`src/rtl/frame_seq_pkg.sv`:
```
// frame_seq_pkg: state encoding and default geometry shared by the frame sequencer.
package frame_seq_pkg;
  typedef enum logic [1:0] {
    IDLE = 2'b00,
    RUN  = 2'b01,
    DONE = 2'b10
  } state_t;
  localparam int N_ITEMS_DEF = 6;
  localparam int ITEM_W_DEF  = 3;
  localparam int N_SETS_DEF  = 2;
  localparam int SET_W_DEF   = 1;
endpackage

```
`src/rtl/mod_n_en_counter.sv`:
```
// mod_n_en_counter: enable-driven mod-N counter with synchronous clear and wrap strobe.
module mod_n_en_counter #(
  parameter int N = 6,
  parameter int W = 3
) (
  input  logic         clk,
  input  logic         GlobalReset,
  input  logic         en,
  input  logic         clr,
  output logic [W-1:0] cnt,
  output logic         wrap
);
  localparam logic [W-1:0] LAST = W'(N - 1);
  assign wrap = en && cnt == LAST;
  always_ff @(posedge clk or negedge GlobalReset)
    if (!GlobalReset) cnt <= '0;
    else if (clr) cnt <= '0;
    else if (en) cnt <= (cnt == LAST) ? '0 : cnt + W'(1);
endmodule

```
`src/rtl/frame_sequencer.sv`:
```
// frame_sequencer: issues N_ITEMS x N_SETS beats per frame under start/stall/abort/ack control.
module frame_sequencer
  import frame_seq_pkg::*;
#(
  parameter int N_ITEMS = N_ITEMS_DEF,
  parameter int ITEM_W  = ITEM_W_DEF,
  parameter int N_SETS  = N_SETS_DEF,
  parameter int SET_W   = SET_W_DEF
) (
  input  logic              clk,
  input  logic              GlobalReset,
  input  logic              start,
  input  logic              stall,
  input  logic              abort,
  input  logic              ack,
  output logic [ITEM_W-1:0] item_idx,
  output logic [SET_W-1:0]  set_idx,
  output logic              item_valid,
  output logic              set_end,
  output logic              frame_last,
  output logic              busy,
  output logic              frame_done
);
  state_t state;
  logic run, clr, item_wrap, set_wrap;
  assign run = state == RUN;
  // Indices are held at zero outside RUN so every frame starts from the origin.
  assign clr = !run || abort;
  mod_n_en_counter #(.N(N_ITEMS), .W(ITEM_W)) u_items (
    .clk(clk), .GlobalReset(GlobalReset), .en(run && !stall), .clr(clr),
    .cnt(item_idx), .wrap(item_wrap)
  );
  mod_n_en_counter #(.N(N_SETS), .W(SET_W)) u_sets (
    .clk(clk), .GlobalReset(GlobalReset), .en(item_wrap), .clr(clr),
    .cnt(set_idx), .wrap(set_wrap)
  );
  assign item_valid = run && !stall;
  assign set_end    = item_wrap;
  assign frame_last = set_wrap;
  assign busy       = run;
  assign frame_done = state == DONE;
  always_ff @(posedge clk or negedge GlobalReset)
    if (!GlobalReset) state <= IDLE;
    else
      case (state)
        IDLE: state <= start ? RUN : IDLE;
        RUN:  state <= abort ? IDLE : set_wrap ? DONE : RUN;
        DONE: state <= ack ? (start ? RUN : IDLE) : DONE;
        default: state <= IDLE;
      endcase
endmodule
```
`config.mk`:
```
export PLATFORM = sky130hd
export DESIGN_NAME = frame_sequencer
export DESIGN_NICKNAME = d
export VERILOG_FILES = /design/src/rtl/frame_seq_pkg.sv /design/src/rtl/mod_n_en_counter.sv /design/src/rtl/frame_sequencer.sv
export SDC_FILE = /design/constraint.sdc
export NUM_CORES = 1
export LEC_CHECK = 0
export CORE_AREA = 2 2 39 41
export DETAILED_ROUTE_END_ITERATION = 8
export DIE_AREA = 0 0 41 43
export PLACE_DENSITY_LB_ADDON = 0.3
export SETUP_SLACK_MARGIN = 0.1
export SYNTH_ARGS = -nofsm -noshare
export SYNTH_HDL_FRONTEND = slang
export SYNTH_SLANG_ARGS = --single-unit
```
`constraint.sdc`:
```
create_clock -name clk -period 1.9 [get_ports clk]
set_clock_uncertainty 0.15 [all_clocks]
set_input_delay 0.19 -clock clk [delete_from_list [all_inputs] [get_ports clk]]
set_output_delay 0.19 -clock clk [all_outputs]
set_load 0.03 [all_outputs]
```
==> reports/qor.csv, run 1 <==
stage,metric,value,unit
drt,DRC violation count after routing,0,
synthesis,Post-synth ARST share,100.0,%
placement,weighted congestion reported at the end of routability-driven placement,0.6067,
floorplan,Initial Utilization,22.78,%
drt,number of nets with antenna violations after routing,0,
synthesis,sequential area share after synthesis,47.62,%
synthesis,flip-flop and latch count after synthesis,6,
clock_tree,count of hold-fix buffers inserted at cts,0,
timing,Worst-Margin Slew,0.3440,ns
placement,worst slack at placement,0.1406,ns
clock_tree,clock slew seen by the registers of the worst setup and hold paths,0.05,ns
critical_path,arrival time of data at the critical path endpoint,1.35,ns
hold_path,min-delay worst type,in2async,
synthesis,top cells by instance count after synthesis,"7 x sky130_fd_sc_hd__nor2_1, 6 x sky130_fd_sc_hd__dfrtp_1, 5 x sky130_fd_sc_hd__nor2b_1",
clock_tree,number of levels in the clock H-tree,1,
critical_path,"Largest delay share family, worst path",simple AND/OR/NAND/NOR gates,
pwr,power density over the cells,661.8,nW/um^2
timing,setup repair after global routing missed its margin,false,
global_route,first-pass GRT wire length,1131,um
drt,aggregate routed wire length,667,um
critical_path,critical path buffer and inverter count,1,
timing,relative slew slack,77.02,%
global_route,via count of the first global-routing pass,275,
floorplan,width of the die,41,um
critical_path,start-to-end type of the worst setup path,reg2out,
synthesis,area of the mapped netlist,315.3,sq um
critical_path,startpoint class of the critical path,flip-flop,
layout,antenna cells,0,
placement,post-detailed-placement half-perimeter wirelength,502.7,um
placement,cell count after placement,61,
clock_tree,clock sinks,6,
synthesis,Yosys top cell by area,sky130_fd_sc_hd__dfrtp_1,
layout,net count of the finished layout,56,
drt,final routed wire length divided by cell count,10.42,um
layout,fraction of layout cells with a size suffix above 1,18.75,%
clock_tree,cell at the root of the clock tree,sky130_fd_sc_hd__clkbuf_4,
drt,routed via count divided by cell count,4.281,
layout,Layout Area Growth over Synthesis,55.16,%
timing,final critical-path share of the clock period,89.06,%
synthesis,Synthesis Warnings,0,
critical_path,biggest cell delay along the critical path,0.41,ns
global_route,maximum number of pins on one net before global-route repair,7,
critical_path,critical path cell sequence,and4bb_2 -> nand2_1 -> nor2_1 -> buf_4,
synthesis,most frequent cell after synthesis,sky130_fd_sc_hd__nor2_1,
drt,vias post-DR,274,
layout,number of fillers in the final layout,153,
layout,Non-Filler Instances,64,
timing,final hold violations,0,
synthesis,Most used DFF post-synth,sky130_fd_sc_hd__dfrtp_1,
synthesis,total nets after synthesis,37,
global_route,global routing usage summed across all routing layers,9.889,%
status,run status,completed,
clock_tree,clock latency at the later pin of the worst-skew pair,0.24,ns
clock_tree,number of buffers on the longest clock path,2,
floorplan,die height,43,um
pwr,Lkg Pwr,0.2150,nW
synthesis,count of flip-flops with a built-in enable after synthesis,0,
floorplan,site row count,14,
floorplan,Die Outline Area,1763,sq um
floorplan,Ports,15,
timing,maximum achievable frequency,0.5909,GHz
timing,crit path time final,1.692,ns
timing,"Slew Viols, Final",0,
drt,router iterations before antenna repair,2,
critical_path,standard cell with the maximum stage delay on the critical path,sky130_fd_sc_hd__dfrtp_1,
synthesis,share of the synthesized area in the top cell type,47.62,%
timing,final setup margin,0.2078,ns
floorplan,Floorplan Core Area,1384,sq um
synthesis,synth top area cells,"sky130_fd_sc_hd__dfrtp_1 48%, sky130_fd_sc_hd__nor2b_1 9.9%, sky130_fd_sc_hd__nor2_1 8.3%",
critical_path,data required time at the worst endpoint,1.56,ns
global_route,final global-route overflow total,0,
clock_tree,cts bufs inserted,3,
pwr,total power,323.8,uW
critical_path,CP endpoint kind,output pin,
synthesis,number of standard cells after synthesis,31,
placement,number of buffers inserted by port buffering,14,
global_route,antenna violations before repair,0,
synthesis,Netlist cell types,14,
critical_path,maximum net fanout on the critical path,5,
synthesis,syn_area_per_cell,10.17,sq um
pwr,peak supply drop,254.6,uV
drt,number of violations reported at the end of detailed-routing iteration 0,2,
timing,count of endpoints failing setup in the final report,0,
flow_run,number of max-cap violations,0,
clock_tree,TritonCTS clock tree,built,
timing,sum of negative setup slack,0,ns
[registers in the layout, indices dropped and copies added, names as in the netlist]
register / flops
u_sets.cnt: 1
state: 2
u_items.cnt: 3
[worst register-to-register path: cells and delay by family (launching register included)]
family | cells | cell delay [ns]
flip-flops | 1 | 0.41
AND/OR/NAND/NOR | 2 | 0.44
AO/OA/AOI/OAI | 1 | 0.22
[final cells by class]
class	count	area, sq um	share of cell area, %
multi-input cells	23	157.7	32.23
flip-flops and latches	6	150.1	30.69
repair buffers	14	131.4	26.85
clock buffers	3	22.52	4.604
well taps	16	20.02	4.092
inverters	2	7.507	1.535
[logic make-up (layout without fill, tap and decap cells)]
group                     after synthesis  after routing  share of synthesized area, %
and+or+nand+nor                        18             18                         35.71
DFF                                     6              6                         47.62
AOI/OAI and AO/OA                       2              2                         5.160
muxes                                   2              2                         6.349
buffers and inverters                   2             19                         2.382
xor gates and xnor gates                1              1                         2.778
[metrics by stage]
| step | area, sq um | utilization, % | hold slack (ns) |
|---|---|---|---|
| 6_report | 489.2 | 35.35 | 0.04515 |
| 5_1_grt | 489.2 | 35.35 | 0.05394 |
| 4_1_cts | 489.2 | 35.35 | 0.05065 |
| 3_5_place_dp | 470.5 | 34.00 | 0.3104 |
| 3_3_place_gp | 470.5 | 34.00 | 0.3117 |
| 2_1_floorplan | 315.3 | - | -0.2556 |
[routing by layer]
layer / global-route usage [%] / vias to the layer above / wire length (um)
li1: - / 137 / -
met2: 12.81 / 14 / 285
met3: 5.236 / 0 / 82
met1: 12.42 / 123 / 299
met4: 6.000 / 0 / 0
met5: 0 / - / 0
[final timing paths]
| path | startpoint | end | slack, ns | depth (start not counted) |
|---|---|---|---|---|
| min in group clk | state[0]$_DFF_PN0_ | state[1]$_DFF_PN0_ | 0.41 | 1 |
| hold reg to reg | state[0]$_DFF_PN0_ | state[1]$_DFF_PN0_ | 0.41 | 1 |
| hold / removal | GlobalReset | u_items.cnt[2]$_DFFE_PN0P_ | 0.05 | 1 |
| max in group asynchronous | GlobalReset | u_sets.cnt$_DFFE_PN0P_ | 1.33 | 1 |
| setup reg to reg | u_items.cnt[1]$_DFFE_PN0P_ | state[0]$_DFF_PN0_ | 0.57 | 3 |
| setup / recovery | u_items.cnt[1]$_DFFE_PN0P_ | frame_last | 0.21 | 4 |
[where the power goes]
| group | switching, mW | internal [mW] | leakage (nW) | total (mW) |
|---|---|---|---|---|
| sequential | 0.00679 | 0.133 | 0.0813 | 0.140 |
| combinational | 0.0363 | 0.0309 | 0.120 | 0.0673 |
| clock | 0.0450 | 0.0714 | 0.0138 | 0.116 |
| total | 0.0881 | 0.236 | 0.215 | 0.324 |
[layout by cell type (no fill, tap or decap), drive strengths merged, types with 2 or more instances in the layout]
cell           synthesis  final
clkdlybuf4s50          0      9
nor2                   7      7
dfrtp                  6      6
nor2b                  5      5
clkbuf                 0      3
dlygate4sd2            0      3
inv                    2      2
mux2i                  2      2
buf                    0      2
nand2b                 2      2
[what timing repair did]
action                                  CTS  global route
endpoints found under the setup margin    3             0
gates resized for setup                   3             0
hold endpoints to repair                  0             0
setup buffers                             0             0
(Power assumes the default switching activity.)
==> run 2, diff against run 1 <==
- PLACE_DENSITY_LB_ADDON: 0.3 -> 0.08
- REMOVE_ABC_BUFFERS: unset -> 1
- SYNTH_HIERARCHICAL: unset -> 1
==> reports/qor.csv, run 2 <==
stage,metric,value,unit,change
status,run status,completed,,unchanged
synthesis,area of the mapped netlist,320.3,sq um,was 315.3 sq um
synthesis,Post-synth ARST share,100.0,%,unchanged
timing,maximum achievable frequency,0.5636,GHz,was 0.5909 GHz
layout,register bank with the most flops,u_items/cnt,,was u_items.cnt
pwr,Lkg Pwr,0.2676,nW,was 0.2150 nW
synthesis,top cells by instance count after synthesis,"6 x sky130_fd_sc_hd__dfrtp_1, 3 x sky130_fd_sc_hd__inv_1",,"was 7 x sky130_fd_sc_hd__nor2_1, 6 x sky130_fd_sc_hd__dfrtp_1, 5 x sky130_fd_sc_hd__nor2b_1"
layout,Seq. cell area,150.1,sq um,unchanged
clock_tree,cts bufs inserted,3,,unchanged
critical_path,start-to-end type of the worst setup path,reg2out,,unchanged
floorplan,Die Outline Area,1763,sq um,unchanged
critical_path,arrival time of data at the critical path endpoint,1.43,ns,was 1.35 ns
synthesis,share of the synthesized area in the top cell type,46.88,%,was 47.62%
layout,area of the multi-input gates,172.7,sq um,was 157.7 sq um
floorplan,Ports,15,,unchanged
synthesis,count of flip-flops with a built-in enable after synthesis,0,,unchanged
timing,final hold violations,0,,unchanged
drt,number of nets with antenna violations after routing,0,,unchanged
layout,number of flip-flops under the largest register name,3,,unchanged
synthesis,number of standard cells after synthesis,28,,was 31
clock_tree,number of buffers on the longest clock path,2,,unchanged
placement,post-detailed-placement half-perimeter wirelength,562.8,um,was 502.7 um
global_route,maximum number of pins on one net before global-route repair,8,,was 7
pwr,total power,338.2,uW,was 323.8 uW
critical_path,data required time at the worst endpoint,1.56,ns,about the same
drt,DRC violation count after routing,0,,unchanged
synthesis,Synthesis Warnings,6,,was 0
critical_path,CP endpoint kind,output pin,,unchanged
critical_path,maximum net fanout on the critical path,3,,was 5
floorplan,die height,43,um,unchanged
layout,"commonest cells after routing, fill and taps aside","9 x sky130_fd_sc_hd__clkdlybuf4s50_1, 6 x sky130_fd_sc_hd__buf_4, 6 x sky130_fd_sc_hd__dfrtp_1, 3 x sky130_fd_sc_hd__inv_1, 3 x sky130_fd_sc_hd__clkbuf_4",,"was 9 x sky130_fd_sc_hd__clkdlybuf4s50_1, 7 x sky130_fd_sc_hd__nor2_1, 6 x sky130_fd_sc_hd__dfrtp_1, 5 x sky130_fd_sc_hd__nor2b_1"
timing,crit path time final,1.774,ns,was 1.692 ns
clock_tree,clock latency at the later pin of the worst-skew pair,0.24,ns,about the same
critical_path,startpoint class of the critical path,flip-flop,,unchanged
synthesis,flip-flop and latch count after synthesis,6,,unchanged
global_route,first-pass GRT wire length,1262,um,was 1131 um
floorplan,site row count,14,,unchanged
placement,instance area at placement,480.5,sq um,was 470.5 sq um
synthesis,Most used DFF post-synth,sky130_fd_sc_hd__dfrtp_1,,unchanged
clock_tree,clock slew seen by the registers of the worst setup and hold paths,0.05,ns,about the same
layout,antenna cells,0,,unchanged
clock_tree,clock sinks,6,,unchanged
timing,setup repair after global routing missed its margin,true,,was false
synthesis,syn_area_per_cell,11.44,sq um,was 10.17 sq um
layout,design area,555.5,sq um,was 489.2 sq um
clock_tree,number of levels in the clock H-tree,1,,unchanged
layout,Layout Area Growth over Synthesis,73.44,%,was 55.16%
global_route,global routing usage summed across all routing layers,11.39,%,was 9.889%
hold_path,min-delay worst type,in2async,,unchanged
timing,"Slew Viols, Final",0,,unchanged
placement,weighted congestion reported at the end of routability-driven placement,0.5539,,was 0.6067
drt,number of violations reported at the end of detailed-routing iteration 0,3,,was 2
clock_tree,cell at the root of the clock tree,sky130_fd_sc_hd__clkbuf_4,,unchanged
floorplan,Initial Utilization,23.15,%,was 22.78%
floorplan,width of the die,41,um,unchanged
global_route,antenna violations before repair,0,,unchanged
synthesis,most frequent cell after synthesis,sky130_fd_sc_hd__dfrtp_1,,was sky130_fd_sc_hd__nor2_1
pwr,peak supply drop,225.0,uV,was 254.6 uV
timing,relative slew slack,78.83,%,was 77.02%
synthesis,Yosys top cell by area,sky130_fd_sc_hd__dfrtp_1,,unchanged
layout,number of fillers in the final layout,137,,was 153
timing,final critical-path share of the clock period,93.39,%,was 89.06%
clock_tree,count of hold-fix buffers inserted at cts,0,,unchanged
pwr,power density over the cells,608.8,nW/um^2,was 661.8 nW/um^2
placement,number of buffers inserted by port buffering,14,,unchanged
timing,count of endpoints failing setup in the final report,0,,unchanged
timing,Worst-Margin Slew,0.3170,ns,was 0.3440 ns
synthesis,Netlist cell types,16,,was 14
drt,routed via count divided by cell count,4.424,,was 4.281
clock_tree,TritonCTS clock tree,built,,unchanged
layout,most frequent standard cell in the layout excluding fill and tap cells,sky130_fd_sc_hd__clkdlybuf4s50_1,,unchanged
drt,aggregate routed wire length,805,um,was 667 um
drt,vias post-DR,292,,was 274
floorplan,Floorplan Core Area,1384,sq um,unchanged
global_route,via count of the first global-routing pass,290,,was 275
global_route,final global-route overflow total,0,,unchanged
synthesis,synth top area cells,"sky130_fd_sc_hd__dfrtp_1 47%, sky130_fd_sc_hd__a21bo_1 6.3%, sky130_fd_sc_hd__xnor2_1 5.5%",,"was sky130_fd_sc_hd__dfrtp_1 48%, sky130_fd_sc_hd__nor2b_1 9.9%, sky130_fd_sc_hd__nor2_1 8.3%"
layout,net count of the finished layout,58,,was 56
layout,fraction of layout cells with a size suffix above 1,36.00,%,was 18.75%
layout,largest registers,"u_items/cnt x3, state x2, u_sets/cnt x1",,"was u_items.cnt x3, state x2, u_sets.cnt x1"
drt,router iterations before antenna repair,2,,unchanged
synthesis,sequential area share after synthesis,46.88,%,was 47.62%
drt,final routed wire length divided by cell count,12.20,um,was 10.42 um
flow_run,number of max-cap violations,0,,unchanged
==> run 2: power by group <==
part / internal, mW / switching, mW / leakage, nW / total, mW
Combinational: 0.0459 / 0.0362 / 0.172 / 0.0821
Sequential: 0.133 / 0.00530 / 0.0816 / 0.138
Clock: 0.0715 / 0.0465 / 0.0138 / 0.118
Total: 0.250 / 0.0881 / 0.268 / 0.338
==> run 2: worst paths after layout <==
path,start,end,slack [ns],cells past startpoint
min reg2reg,u_sets/cnt$_DFFE_PN0P_,u_sets/cnt$_DFFE_PN0P_,0.42,2
max in group asynchronous,GlobalReset,u_items/cnt[2]$_DFFE_PN0P_,1.34,1
max,state[0]$_DFF_PN0_,busy,0.13,2
min in group clk,start,state[0]$_DFF_PN0_,0.37,3
max reg2reg,state[0]$_DFF_PN0_,u_sets/cnt$_DFFE_PN0P_,0.43,6
min,GlobalReset,state[0]$_DFF_PN0_,0.04,1
==> run 2: routing by layer <==
layer | share of wire [%] | vias to the layer above | wire [um] | track usage (%)
met4 | 0 | 0 | 0 | 8.000
met3 | 7.8 | 0 | 63 | 5.236
met5 | 0 | - | 0 | 0
li1 | - | 142 | - | -
met2 | 49 | 12 | 394 | 15.63
met1 | 43 | 138 | 346 | 13.36
==> run 2: through the flow <==
step	worst slack (ns)	TNS [ns]	hold WS, ns	utilization [%]	cells
after floorplan	-0.7138	-3.061	-0.2556	-	28
after global placement	0.1964	0	0.3108	34.72	59
after detailed placement	0.1852	0	0.3084	34.72	59
after CTS	0.02676	0	0.03931	37.52	64
after global routing	0.04693	0	0.05116	40.14	66
final	0.1256	0	0.04335	40.14	66
==> run 2: logic make-up (layout without fill, tap and decap cells) <==
| group | after synthesis | in the layout | synth area share [%] |
|---|---|---|---|
| flip-flops | 6 | 6 | 46.87 |
| buffers and inverters | 3 | 25 | 3.515 |
| AO/OA/AOI/OAI | 6 | 6 | 16.80 |
| AND/OR/NAND/NOR | 11 | 11 | 27.35 |
| XOR/XNOR | 2 | 2 | 5.470 |
==> run 2: cell type report <==
type,instances,area share (%)
tap,16,3.604
inverter,3,2.027
sequential,6,27.03
timing repair buffer,19,32.21
multi-input combinational,19,31.08
clock buffer,3,4.054
==> run 2: repair_timing <==
action,CTS,global route
setup buffers,2,2
gates resized for setup,2,6
endpoints found under the setup margin,3,4
endpoints found under the hold margin,0,0
==> run 2: worst max-delay path, stage by stage, from the launching register on <==
cell and delay [ns]:
sky130_fd_sc_hd__dfrtp_1 0.37, sky130_fd_sc_hd__nor2b_4 0.16, sky130_fd_sc_hd__clkdlybuf4s50_1 0.67
